`src/rtl/ascii_hex_parser_if.sv`:
```
// ascii_hex_parser_if
//   Groups the character input strobe and the parsed-result outputs of
//   ascii_hex_parser into one bundle. Clock and reset stay outside.
//
//   Signals:
//     char_in       [7:0]  received ASCII byte
//     char_valid           one-cycle strobe qualifying char_in
//     number        [15:0] last completed operand
//     number_valid         one-cycle pulse, number updated the same cycle
//     command       [2:0]  last decoded operation code
//     command_valid        one-cycle pulse, command updated the same cycle
//     digit_count   [2:0]  hex digits currently pending (0..4)
//     parse_error          one-cycle pulse on a rejected character
//
//   Modports:
//     master  character source (UART side / testbench)
//     slave   the parser itself
interface ascii_hex_parser_if;
    logic [7:0]  char_in;
    logic        char_valid;
    logic [15:0] number;
    logic        number_valid;
    logic [2:0]  command;
    logic        command_valid;
    logic [2:0]  digit_count;
    logic        parse_error;

    modport master (
        output char_in, char_valid,
        input  number, number_valid, command, command_valid, digit_count, parse_error
    );

    modport slave (
        input  char_in, char_valid,
        output number, number_valid, command, command_valid, digit_count, parse_error
    );
endinterface

```
`src/rtl/ascii_hex_parser.sv`:
```
// ascii_hex_parser
//   Character-serial parser turning typed ASCII back into calculator
//   operands and operation codes. Up to four hex digits accumulate into a
//   16-bit value; CR/LF or an operator character completes the operand.
//   Operators map to 3-bit command codes:
//     '+' -> 000, '*' -> 001, '&' -> 010, '-' -> 100, '|' -> 101
//   Space is ignored everywhere; any other byte is rejected with a
//   parse_error pulse and discards pending digits. All results and pulses
//   are registered and appear the cycle after the carrying char_valid edge.
//
//   Optional feature (compile-time macro PARSER_BACKSPACE_EN):
//     defined     - backspace (0x08) / DEL (0x7F) removes the last pending
//                   digit; ignored silently when nothing is pending.
//     undefined   - 0x08 / 0x7F are rejected like any other invalid byte.
//
//   Ports:
//     clk    system clock, all state on the rising edge
//     rst_n  asynchronous active-low reset
//     bus    ascii_hex_parser_if.slave (character in, results out)
module ascii_hex_parser (
    input  logic                 clk,
    input  logic                 rst_n,
    ascii_hex_parser_if.slave    bus
);

    localparam logic [7:0] CH_LF    = 8'h0A;
    localparam logic [7:0] CH_CR    = 8'h0D;
    localparam logic [7:0] CH_SPACE = 8'h20;
`ifdef PARSER_BACKSPACE_EN
    localparam logic [7:0] CH_BS    = 8'h08;
    localparam logic [7:0] CH_DEL   = 8'h7F;
`endif
    localparam logic [2:0] MAX_DIGITS = 3'd4;

    typedef enum logic {
        IDLE,
        ACCUM
    } state_t;

    state_t      state, state_next;
    logic [15:0] acc, acc_next;
    logic [2:0]  count, count_next;
    logic [15:0] number_q, number_next;
    logic [2:0]  command_q, command_next;
    logic        number_valid_q, number_valid_next;
    logic        command_valid_q, command_valid_next;
    logic        parse_error_q, parse_error_next;

    // Character classification
    logic        is_hex;
    logic [3:0]  nibble;
    logic        is_op;
    logic [2:0]  op_code;

    // NOTE: every variable assigned in an always_comb gets a default at the
    // top, so no path can leave it unassigned and infer a latch.
    always_comb begin
        is_hex = 1'b1;
        nibble = 4'h0;
        if (bus.char_in >= "0" && bus.char_in <= "9") begin
            nibble = bus.char_in[3:0];
        end else if ((bus.char_in >= "A" && bus.char_in <= "F") ||
                     (bus.char_in >= "a" && bus.char_in <= "f")) begin
            // 'A'/'a' have low nibble 1, so +9 yields 0xA..0xF
            nibble = bus.char_in[3:0] + 4'd9;
        end else begin
            is_hex = 1'b0;
        end
    end

    always_comb begin
        is_op   = 1'b1;
        op_code = 3'b000;
        case (bus.char_in)
            "+":     op_code = 3'b000;
            "*":     op_code = 3'b001;
            "&":     op_code = 3'b010;
            "-":     op_code = 3'b100;
            "|":     op_code = 3'b101;
            default: is_op   = 1'b0;
        endcase
    end

    // Next-state and next-output logic
    always_comb begin
        state_next         = state;
        acc_next           = acc;
        count_next         = count;
        number_next        = number_q;
        command_next       = command_q;
        number_valid_next  = 1'b0;
        command_valid_next = 1'b0;
        parse_error_next   = 1'b0;

        if (bus.char_valid) begin
            if (is_hex) begin
                if (count == MAX_DIGITS) begin
                    // A fifth digit overflows the operand: reject and restart
                    parse_error_next = 1'b1;
                    acc_next         = '0;
                    count_next       = '0;
                    state_next       = IDLE;
                end else begin
                    acc_next   = {acc[11:0], nibble};
                    count_next = count + 3'd1;
                    state_next = ACCUM;
                end
            end else if (bus.char_in == CH_CR || bus.char_in == CH_LF) begin
                if (state == ACCUM) begin
                    number_next       = acc;
                    number_valid_next = 1'b1;
                    acc_next          = '0;
                    count_next        = '0;
                    state_next        = IDLE;
                end
            end else if (is_op) begin
                command_next       = op_code;
                command_valid_next = 1'b1;
                // An operator also terminates a pending operand
                if (state == ACCUM) begin
                    number_next       = acc;
                    number_valid_next = 1'b1;
                    acc_next          = '0;
                    count_next        = '0;
                    state_next        = IDLE;
                end
            end else if (bus.char_in == CH_SPACE) begin
                // Space separates tokens visually only; state is untouched
                state_next = state;
`ifdef PARSER_BACKSPACE_EN
            end else if (bus.char_in == CH_BS || bus.char_in == CH_DEL) begin
                if (state == ACCUM) begin
                    acc_next   = {4'h0, acc[15:4]};
                    count_next = count - 3'd1;
                    if (count == 3'd1) begin
                        state_next = IDLE;
                    end
                end
`endif
            end else begin
                parse_error_next = 1'b1;
                acc_next         = '0;
                count_next       = '0;
                state_next       = IDLE;
            end
        end
    end

    // NOTE: sequential state uses non-blocking assignments so every
    // register samples the pre-edge values, independent of statement order.
    always_ff @(posedge clk or negedge rst_n) begin
        if (!rst_n) begin
            state           <= IDLE;
            acc             <= '0;
            count           <= '0;
            number_q        <= '0;
            command_q       <= 3'b000;
            number_valid_q  <= 1'b0;
            command_valid_q <= 1'b0;
            parse_error_q   <= 1'b0;
        end else begin
            state           <= state_next;
            acc             <= acc_next;
            count           <= count_next;
            number_q        <= number_next;
            command_q       <= command_next;
            number_valid_q  <= number_valid_next;
            command_valid_q <= command_valid_next;
            parse_error_q   <= parse_error_next;
        end
    end

    assign bus.number        = number_q;
    assign bus.number_valid  = number_valid_q;
    assign bus.command       = command_q;
    assign bus.command_valid = command_valid_q;
    assign bus.digit_count   = count;
    assign bus.parse_error   = parse_error_q;

endmodule

```
`src/flat_wrapper.sv`:
```
// flat-port wrapper written by rule: the top's interface ports become plain ports
module ascii_hex_parser_flat 
  (clk, rst_n, bus_char_in, bus_char_valid, bus_number, bus_number_valid, bus_command, bus_command_valid, bus_digit_count, bus_parse_error);
  ascii_hex_parser_if bus_i ();
  input  logic clk;
  input  logic rst_n;
  input wire logic [$bits(bus_i.char_in)-1:0] bus_char_in;
  input wire logic [$bits(bus_i.char_valid)-1:0] bus_char_valid;
  output wire logic [$bits(bus_i.number)-1:0] bus_number;
  output wire logic [$bits(bus_i.number_valid)-1:0] bus_number_valid;
  output wire logic [$bits(bus_i.command)-1:0] bus_command;
  output wire logic [$bits(bus_i.command_valid)-1:0] bus_command_valid;
  output wire logic [$bits(bus_i.digit_count)-1:0] bus_digit_count;
  output wire logic [$bits(bus_i.parse_error)-1:0] bus_parse_error;
  assign bus_i.char_in = bus_char_in;
  assign bus_i.char_valid = bus_char_valid;
  assign bus_number = bus_i.number;
  assign bus_number_valid = bus_i.number_valid;
  assign bus_command = bus_i.command;
  assign bus_command_valid = bus_i.command_valid;
  assign bus_digit_count = bus_i.digit_count;
  assign bus_parse_error = bus_i.parse_error;
  ascii_hex_parser u_core (.clk(clk), .rst_n(rst_n), .bus(bus_i));
endmodule
```
`config.mk`:
```
export PLATFORM = sky130hd
export DESIGN_NAME = ascii_hex_parser_flat
export DESIGN_NICKNAME = d
export VERILOG_FILES = /design/src/rtl/ascii_hex_parser_if.sv /design/src/rtl/ascii_hex_parser.sv /design/src/flat_wrapper.sv
export SDC_FILE = /design/constraint.sdc
export NUM_CORES = 1
export LEC_CHECK = 0
export ABC_AREA = 0
export BUFFER_PORTS_ARGS = -buffer_cell sky130_fd_sc_hd__buf_4
export CORE_ASPECT_RATIO = 2
export CORE_UTILIZATION = 33
export DETAILED_ROUTE_END_ITERATION = 6
export PLACE_DENSITY_LB_ADDON = 0.2
export SETUP_SLACK_MARGIN = 0.1
export SLEW_MARGIN = 20
export SYNTH_ARGS = -nofsm -noshare
export SYNTH_HDL_FRONTEND = slang
export SYNTH_SLANG_ARGS = --single-unit
```
`constraint.sdc`:
```
create_clock -name clk -period 1.7 [get_ports clk]
set_input_delay 0.17 -clock clk [delete_from_list [all_inputs] [get_ports clk]]
set_output_delay 0.17 -clock clk [all_outputs]
set_load 0.01 [all_outputs]
```
==> flow_metrics.env, run 1 <==
export IMPL_regArea_mm2=0.00105
export IMPL_worst_ep_required_time_ns=1.86
export IMPL_crit_slowest_cell="mux2_4"
export IMPL_io_pins=36
export IMPL_outcome="finished, final reports clean"
export IMPL_gp_congestion=0.805
export IMPL_irDropWorstVdd_v=0.000704
export IMPL_antenna_left=0
export IMPL_die_area_mm2=0.00625
export IMPL_worst_pin_slew_ns=0.512
export IMPL_leakage_nw=1.52
export IMPL_synthFlopType="dfrtp_1"
export IMPL_vias=1484
export IMPL_arrival_ns=1.73
export IMPL_syn_area_per_cell_um2=12.9
export IMPL_fin_ws_ns=0.132
export IMPL_clockRootBuffer="clkbuf_16"
export IMPL_worstSetupEndpointType="flip-flop"
export IMPL_rows=39
export IMPL_grt_max_degree=43
export IMPL_ys_types=35
export IMPL_antenna_found_initial=0
export IMPL_clk_latency_ns=0.28
export IMPL_track_usage_pct=14.7
export IMPL_htree_num_levels=2
export IMPL_cts_sinks=42
export IMPL_layout_commonest_cell="buf_4"
export IMPL_clk_pin_slew_ns=0.05
export IMPL_synth_edf_count=0
export IMPL_p_seq_share_pct=46.5
export IMPL_slowest_delay_ns=0.29
export IMPL_hold_path_class="in -> reg"
export IMPL_die_h_um=111
export IMPL_multi_input_area_mm2=0.00103
export IMPL_fin_tns_setup_ns=0
export IMPL_grt_pass1_vias=1568
export IMPL_holdWs_ns=0.318
export IMPL_clk_path_buf_depth=2
export IMPL_cts_tree="done"
export IMPL_p_int_mw=1.72
export IMPL_area_growth_pct=52.6
export IMPL_drive_gt1_share_pct=54.5
export IMPL_numCtsBuffers=5
export IMPL_critPathKind="in -> reg"
export IMPL_crit_chain="buf_12, inv_6, ha_4, nand2b_4, and3_4, a211oi_4, nand4_4, clkbuf_16, mux2_4"
export IMPL_fillers=495
export IMPL_timing_max_cap_violations=0
export IMPL_preCtsSetupSlack_ns=-0.242
export IMPL_share_comb_of_total_power_pct=11.9
export IMPL_synth_seq_cells=42
export IMPL_via_per_inst=5.21
export IMPL_start_util_pct=34.2
export IMPL_drt_first_iter_violations=15
export IMPL_async_reset_ff_share_pct=100
export IMPL_power_density_mw_per_mm2=738
export IMPL_synth_cells=152
export IMPL_critPathBufInv=3
export IMPL_worstPathMaxFanout=4
export IMPL_synth_warnings=0
export IMPL_totalWireLength_um=4450
export IMPL_crit_family="simple AND/OR/NAND/NOR gates"
export IMPL_swShare_pct=21.7
export IMPL_design_area_mm2=0.00298
export IMPL_finalHoldViolCount=0
export IMPL_clkPwrFrac_pct=41.6
export IMPL_drv_slew=0
export IMPL_min_period_ns=1.57
export IMPL_mostFrequentLayoutCells="buf_4 (58), dfrtp_1 (42), a22o_1 (15)"
export IMPL_synthesis_area_mm2=0.00195
export IMPL_setup_violations=0
export IMPL_max_freq_ghz=0.638
export IMPL_fin_worst_skew_ns=0.00497
export IMPL_p_total_mw=2.20
export IMPL_drc=0
export IMPL_dpl_cell_area_mm2=0.00256
export IMPL_slew_headroom_pct=65.9
export IMPL_design_core_area_mm2=0.00571
export IMPL_rsz0062_at_grt="yes"
export IMPL_synth_seq_area_share_pct=53.8
export IMPL_grt_overflow_total=0
export IMPL_place_hpwl_um=3320
export IMPL_start_kind="input pin"
export IMPL_nNetsFinal=241
export IMPL_die_w_um=56.4
export IMPL_rrSetupSlack_ns=0.27
export IMPL_wl_per_cell_um=15.6
export IMPL_fin_crit_sh_pct=92.2
export IMPL_io_buffer_count=35
export IMPL_grt_pass1_wl_um=7090
export IMPL_p_switching_mw=0.478
export IMPL_antenna_cells=0
export IMPL_synthesis_nets=170
export IMPL_drtPass1Iterations=4
## logic make-up (layout without fill, tap and decap cells)
kind of cell,Yosys count,count (layout),synth area share (%)
adders and majority gates,7,7,4.48
muxes,20,20,11.5
AOI/OAI and AO/OA,32,32,14.3
and+or+nand+nor,33,33,10.3
xor gates and xnor gates,4,4,1.79
buffers and inverters,14,86,3.78
DFF,42,42,53.8
## tightest hold or removal path: cells and delay by family
| family | cells | cell delay [ns] |
|---|---|---|
| AND/OR/NAND/NOR | 1 | 0.17 |
| buffers and inverters | 2 | 0.20 |
## repair_timing
item | CTS | global route
resized for setup | 3 | 35
setup buffers | 1 | 4
setup endpoints to repair | 31 | 32
endpoints found under the hold margin | 42 | 0
cloned | 0 | 2
hold buffers | 1 | 0
pin swaps | 1 | 11
## state kept, by name, summed over array words and instances, names as in the netlist
register and flops:
u_core.acc 16, u_core.bus.number 16, u_core.bus.command 3, u_core.bus.digit_count 3
u_core.bus.command_valid 1, u_core.bus.number_valid 1, u_core.bus.parse_error 1, u_core.state 1
## power by group through the flow
stage | registers, mW | logic (mW) | clock network [mW]
final | 1.02 | 0.262 | 0.915
after global routing | 1.02 | 0.284 | 0.987
after CTS | 1.02 | 0.226 | 0.949
after detailed placement | 1.04 | 0.219 | 0
after global placement | 1.04 | 0.213 | 0
after floorplan | 1.04 | 0.104 | 0
## path summary, 6_finish.rpt
kind                                                       start                            endpoint  depth (start not counted)
max reg2reg                u_core.bus.digit_count[0]$_DFFE_PN0P_           u_core.acc[4]$_DFFE_PN0P_                          6
min in group asynchronous                                  rst_n    u_core.bus.number[8]$_DFFE_PN0P_                          2
max                                               bus_char_in[1]   u_core.bus.number[11]$_DFFE_PN0P_                          9
min                                               bus_char_valid  u_core.bus.command_valid$_DFF_PN0_                          3
max in group asynchronous                                  rst_n           u_core.acc[7]$_DFFE_PN0P_                          2
min reg2reg                     u_core.bus.number[7]$_DFFE_PN0P_    u_core.bus.number[7]$_DFFE_PN0P_                          1
## cell usage after synthesis (3+ instances only)
master | instances | area (um^2)
ha_1 | 7 | 87.6
buf_4 | 3 | 22.5
xor2_1 | 3 | 26.3
a22o_1 | 15 | 131
nand3_1 | 3 | 15.0
nand2_1 | 8 | 30.0
and2_1 | 4 | 25.0
o2bb2ai_1 | 3 | 26.3
mux2_1 | 9 | 101
mux2_2 | 11 | 124
inv_1 | 8 | 30.0
o211ai_1 | 3 | 22.5
dfrtp_1 | 42 | 1050
## per-layer routing
layer  vias up  global-route usage, %  share of wire (%)  wire [um]
li1        702                      -                  -          -
met1       736                   15.0                 36       1580
met2        36                   26.6                 59       2610
met3        10                   2.68                3.3        146
met4         0                   8.94                2.4        107
met5         -                      0                  0          0
## through the flow
stage / util, % / instances
after floorplan: - / 152
after global placement: 44.9 / 269
after detailed placement: 44.9 / 269
after CTS: 48.0 / 279
after global routing: 52.2 / 285
final: 52.2 / 285
## area by class of cell
class / count / share of cell area (%)
flip-flops and latches: 42 / 35.2
multi-input cells: 96 / 34.6
repair buffers: 70 / 21.2
clock buffers: 7 / 4.78
well taps: 61 / 2.56
inverters: 8 / 1.43
clock inverters: 1 / 0.168
Power figures use the tool's default switching activity.
==> run 2, diff against run 1 <==
Settings changed: CORE_UTILIZATION 33 to 54, CTS_BUF_LIST set to sky130_fd_sc_hd__clkbuf_16.
==> run 2 against run 1 <==
Against the previous run: clock skew down 0.0024 ns; worst setup slack got worse by 0.052 ns; total power rose by 4.5%; final cell count fell by 7.4%; fmax is 3.2% lower; sequential share of layout area rose by 1.5 points; via count rose by 1.8%; combinational power is 4% lower; largest power group is now the clock network.
==> flow_metrics.env, run 2 (synthesis gave the netlist of run 1 again) <==
export IMPL_finalHoldViolCount=0
export IMPL_mostFrequentLayoutCells="buf_4 (51), dfrtp_1 (42), a22o_1 (15)"
export IMPL_grt_overflow_total=0
export IMPL_preCtsSetupSlack_ns=-0.218
export IMPL_drt_first_iter_violations=21
export IMPL_area_growth_pct=46.2
export IMPL_grt_max_degree=43
export IMPL_grt_pass1_vias=1589
export IMPL_cts_sinks=42
export IMPL_fin_worst_skew_ns=0.00258
export IMPL_clk_pin_slew_ns=0.06
export IMPL_die_h_um=87.1
export IMPL_setup_violations=0
export IMPL_drtPass1Iterations=4
export IMPL_hold_path_class="in -> reg"
export IMPL_grt_pass1_wl_um=7090
export IMPL_totalWireLength_um=4920
export IMPL_die_area_mm2=0.00388
export IMPL_slowest_delay_ns=0.33
export IMPL_fin_crit_sh_pct=95.3
export IMPL_htree_num_levels=2
export IMPL_vias=1510
export IMPL_drv_slew=0
export IMPL_holdPathStages=3
export IMPL_place_hpwl_um=3270
export IMPL_clk_latency_ns=0.28
export IMPL_track_usage_pct=25.6
export IMPL_wl_per_cell_um=18.6
export IMPL_io_buffer_count=35
export IMPL_irDropWorstVdd_v=0.000623
export IMPL_arrival_ns=1.78
export IMPL_fillers=180
export IMPL_max_freq_ghz=0.617
export IMPL_die_w_um=44.5
export IMPL_crit_chain="buf_4, and2_4, a22o_1, a211oi_4, nand4_4, clkbuf_16, mux2_1"
export IMPL_worst_pin_slew_ns=0.512
export IMPL_io_pins=36
export IMPL_drive_gt1_share_pct=48.1
export IMPL_worst_ep_required_time_ns=1.86
export IMPL_multi_input_area_um2=971
export IMPL_worstPathMaxFanout=8
export IMPL_rsz0062_at_grt="yes"
export IMPL_reg2reg_depth=5
export IMPL_fin_ws_ns=0.0799
export IMPL_numCtsBuffers=5
export IMPL_leakage_nw=1.46
export IMPL_via_per_inst=5.72
export IMPL_slew_headroom_pct=65.7
export IMPL_start_kind="input pin"
export IMPL_critPathKind="in -> reg"
export IMPL_antenna_left=0
export IMPL_clockRootBuffer="clkbuf_16"
export IMPL_start_util_pct=57.2
export IMPL_antenna_cells=0
export IMPL_regArea_mm2=0.00105
export IMPL_rows=30
export IMPL_antenna_found_initial=0
export IMPL_design_core_area_mm2=0.00342
export IMPL_post_route_util_pct=83.6
export IMPL_clk_path_buf_depth=2
export IMPL_crit_slowest_cell="a211oi_4"
export IMPL_power_density_mw_per_mm2=805
export IMPL_outcome="finished, final reports clean"
export IMPL_layout_commonest_cell="buf_4"
export IMPL_drc=0
export IMPL_gp_congestion=0.830
export IMPL_nNetsFinal=234
export IMPL_holdWs_ns=0.326
export IMPL_timing_max_cap_violations=0
export IMPL_worstSetupEndpointType="flip-flop"
export IMPL_min_period_ns=1.62
export IMPL_cts_tree="done"
## run 2: changes by cell type in the layout (fill, tap and decap cells not counted), moves of 2 or more
cell / previous run / this run
buf_4: 58 / 51
mux2_1: 0 / 5
mux2_4: 9 / 5
o2bb2ai_1: 0 / 3
o2bb2ai_2: 2 / 0
## run 2: metal layers
layer | routed length, um | part of all wire (%) | global-route usage (%)
met2 | 2940 | 60 | 48.7
met4 | 268 | 5.4 | 15.4
met3 | 116 | 2.4 | 4.15
met5 | 0 | 0 | 0
met1 | 1600 | 32 | 23.4
## run 2: timing repair
| item | in CTS | in global routing |
|---|---|---|
| gates cloned | 0 | 2 |
| hold buffers | 1 | 0 |
| endpoints found under the setup margin | 21 | 37 |
| buffers inserted | 1 | 2 |
| resized for setup | 2 | 27 |
| endpoints found under the hold margin | 42 | 0 |
| pin swaps | 4 | 3 |
## run 2: cell type report
cell class,count,share of cell area [%]
clock buffers,5,4.38
clock inverters,2,1.18
flip-flops and latches,42,36.8
repair buffers,63,20.0
well taps,48,2.10
multi-input cells,96,34.0
inverters,8,1.58
## run 2: critical path: cells and delay by family
family                 cells  cell delay (ns)
AOI/OAI and AO/OA          2             0.58
buffers and inverters      2             0.35
muxes                      1             0.31
and+or+nand+nor            2             0.36
## run 2: worst paths after layout
path / to / start / slack [ns]
setup / recovery: u_core.bus.number[8]$_DFFE_PN0P_ / bus_char_in[4] / 0.08
hold / removal: u_core.bus.command_valid$_DFF_PN0_ / bus_char_valid / 0.33
setup reg to reg: u_core.bus.digit_count[0]$_DFFE_PN0P_ / u_core.bus.digit_count[1]$_DFFE_PN0P_ / 0.28
hold reg to reg: u_core.bus.number[9]$_DFFE_PN0P_ / u_core.bus.number[9]$_DFFE_PN0P_ / 0.49
max in group asynchronous: u_core.bus.number[2]$_DFFE_PN0P_ / rst_n / 0.94
min in group asynchronous: u_core.bus.number[8]$_DFFE_PN0P_ / rst_n / 0.41
## run 2: power breakdown
part	switching (mW)	total, mW	internal (mW)
combinational	0.131	0.251	0.120
sequential	0.0102	1.02	1.01
clock	0.348	1.03	0.678
## run 2: per-stage QoR
step | cell area, um^2 | instances | setup TNS, ns | total power, mW
final | 2860 | 264 | 0 | 2.30
after detailed placement | 2490 | 251 | -6.85 | 1.25
after floorplan | 2060 | 152 | -0.567 | 1.14
after global routing | 2860 | 264 | 0 | 2.37
after CTS | 2690 | 260 | 0 | 2.28
after global placement | 2490 | 251 | -5.10 | 1.24
==> run 3, diff against run 2 <==
Clock period 1.7 ns to 1.69 ns, I/O delays scaled along.
==> run 3 against run 2 <==
Against the previous run: via count is 0.53% lower; final cell count is 0.76% higher; critical path depth is 2 higher; wire length is 2.4% higher.
==> flow_metrics.env, run 3 (synthesis gave the netlist of run 1 again) <==
export IMPL_drive_gt1_share_pct=51.8
export IMPL_dp_cells=252
export IMPL_grt_pass1_wl_um=7400
export IMPL_min_period_ns=1.65
export IMPL_fin_crit_sh_pct=97.7
export IMPL_die_area_mm2=0.00388
export IMPL_design_core_area_mm2=0.00342
export IMPL_critPathKind="in -> reg"
export IMPL_place_hpwl_um=3280
export IMPL_clk_path_buf_depth=2
export IMPL_die_h_um=87.1
export IMPL_wl_per_cell_um=18.9
export IMPL_clk_pin_slew_ns=0.06
export IMPL_worstPathMaxFanout=4
export IMPL_min_from="bus_char_valid"
export IMPL_setup_violations=0
export IMPL_vias=1502
export IMPL_antenna_found_initial=0
export IMPL_timing_max_cap_violations=0
export IMPL_clk_latency_ns=0.28
export IMPL_numCtsBuffers=5
export IMPL_drv_slew=0
export IMPL_grt_overflow_total=0
export IMPL_totalWireLength_um=5040
export IMPL_cts_sinks=42
export IMPL_p_total_mw=2.48
export IMPL_area_growth_pct=48.0
export IMPL_mostFrequentLayoutCells="buf_4 (57), dfrtp_1 (42), a22o_1 (15)"
export IMPL_track_usage_pct=26.8
export IMPL_antenna_cells=0
export IMPL_leakage_nw=1.48
export IMPL_grt_max_degree=43
export IMPL_start_kind="input pin"
export IMPL_io_buffer_count=35
export IMPL_hold_path_class="in -> reg"
export IMPL_drc=0
export IMPL_slew_headroom_pct=66.1
export IMPL_antenna_left=0
export IMPL_die_w_um=44.5
export IMPL_irDropWorstVdd_v=0.000668
export IMPL_post_route_util_pct=84.7
export IMPL_start_util_pct=57.2
export IMPL_rows=30
export IMPL_worst_pin_slew_ns=0.508
export IMPL_drtPass1Iterations=4
export IMPL_worst_ep_required_time_ns=1.85
export IMPL_worstSetupEndpointType="flip-flop"
export IMPL_gp_congestion=0.824
export IMPL_grt_pass1_vias=1641
export IMPL_outcome="finished, final reports clean"
export IMPL_layout_commonest_cell="buf_4"
export IMPL_cts_tree="done"
export IMPL_htree_num_levels=2
export IMPL_fin_worst_skew_ns=0.00529
export IMPL_rsz0062_at_grt="yes"
export IMPL_drt_first_iter_violations=24
export IMPL_final_cells=266
export IMPL_arrival_ns=1.81
export IMPL_clockRootBuffer="clkbuf_16"
export IMPL_max_freq_ghz=0.606
export IMPL_finalHoldViolCount=0
export IMPL_via_per_inst=5.65
export IMPL_cp_startpoint="bus_char_in[0]"
export IMPL_r2r_start="u_core.bus.digit_count[0]$_DFFE_PN0P_"
export IMPL_nNetsFinal=235
export IMPL_holdWs_ns=0.335
export IMPL_power_density_mw_per_mm2=858
export IMPL_io_pins=36
==> run 3: stage by stage <==
step / setup WS [ns] / TNS, ns / cell area (um^2)
CTS: 0.0814 / 0 / 2720
global route: -0.0399 / -0.284 / 2890
detailed placement: -0.277 / -7.24 / 2500
floorplan: -0.0397 / -0.738 / 2060
global placement: -0.188 / -5.49 / 2500
finish: 0.0392 / 0 / 2890
==> run 3: worst max-delay path, cell delays in order <==
cell and delay [ns]:
buf_12 0.10, inv_8 0.04, ha_4 0.15, nand2b_4 0.14, and3_4 0.15, a211oi_4 0.31
nand4_4 0.21, clkbuf_16 0.23, mux2_4 0.30
==> run 3: path summary, 6_finish.rpt <==
check / end / slack (ns) / cells past startpoint
worst max-delay path: u_core.bus.number[14]$_DFFE_PN0P_ / 0.04 / 9
worst min-delay path: u_core.bus.command_valid$_DFF_PN0_ / 0.33 / 3
min in group asynchronous: u_core.acc[12]$_DFFE_PN0P_ / 0.40 / 2
max in group asynchronous: u_core.acc[14]$_DFFE_PN0P_ / 0.93 / 2
worst min register to register: u_core.acc[12]$_DFFE_PN0P_ / 0.51 / 1
worst max register to register: u_core.acc[15]$_DFFE_PN0P_ / 0.26 / 5
==> run 3: timing repair <==
item,4_1_cts,5_1_grt
hold endpoints to repair,42,0
hold buffers,1,0
buffers inserted,0,3
endpoints found under the setup margin,22,37
pin swaps,1,4
resized for setup,4,25
cloned,0,2
==> run 3: final cells by class <==
type,instances,area [um^2]
Inverter,8,42.5
Tap cell,48,60.1
Sequential cell,42,1050
Clock inverter,3,63.8
Timing Repair Buffer,64,559
Multi-Input combinational cell,96,991
Clock buffer,5,125
Fill cell,164,523
==> run 3: metal layers <==
layer	vias to the layer above	wire length (um)	track usage (%)
li1	682	-	-
met2	36	3130	52.0
met1	772	1660	24.5
met4	0	161	15.7
met5	-	0	0
met3	12	87	3.11
==> run 3: power by group <==
part,total [mW],internal [mW],switching (mW)
Combinational,0.243,0.114,0.129
Clock,1.21,0.840,0.368
Sequential,1.03,1.02,0.0105
Total,2.48,1.97,0.508
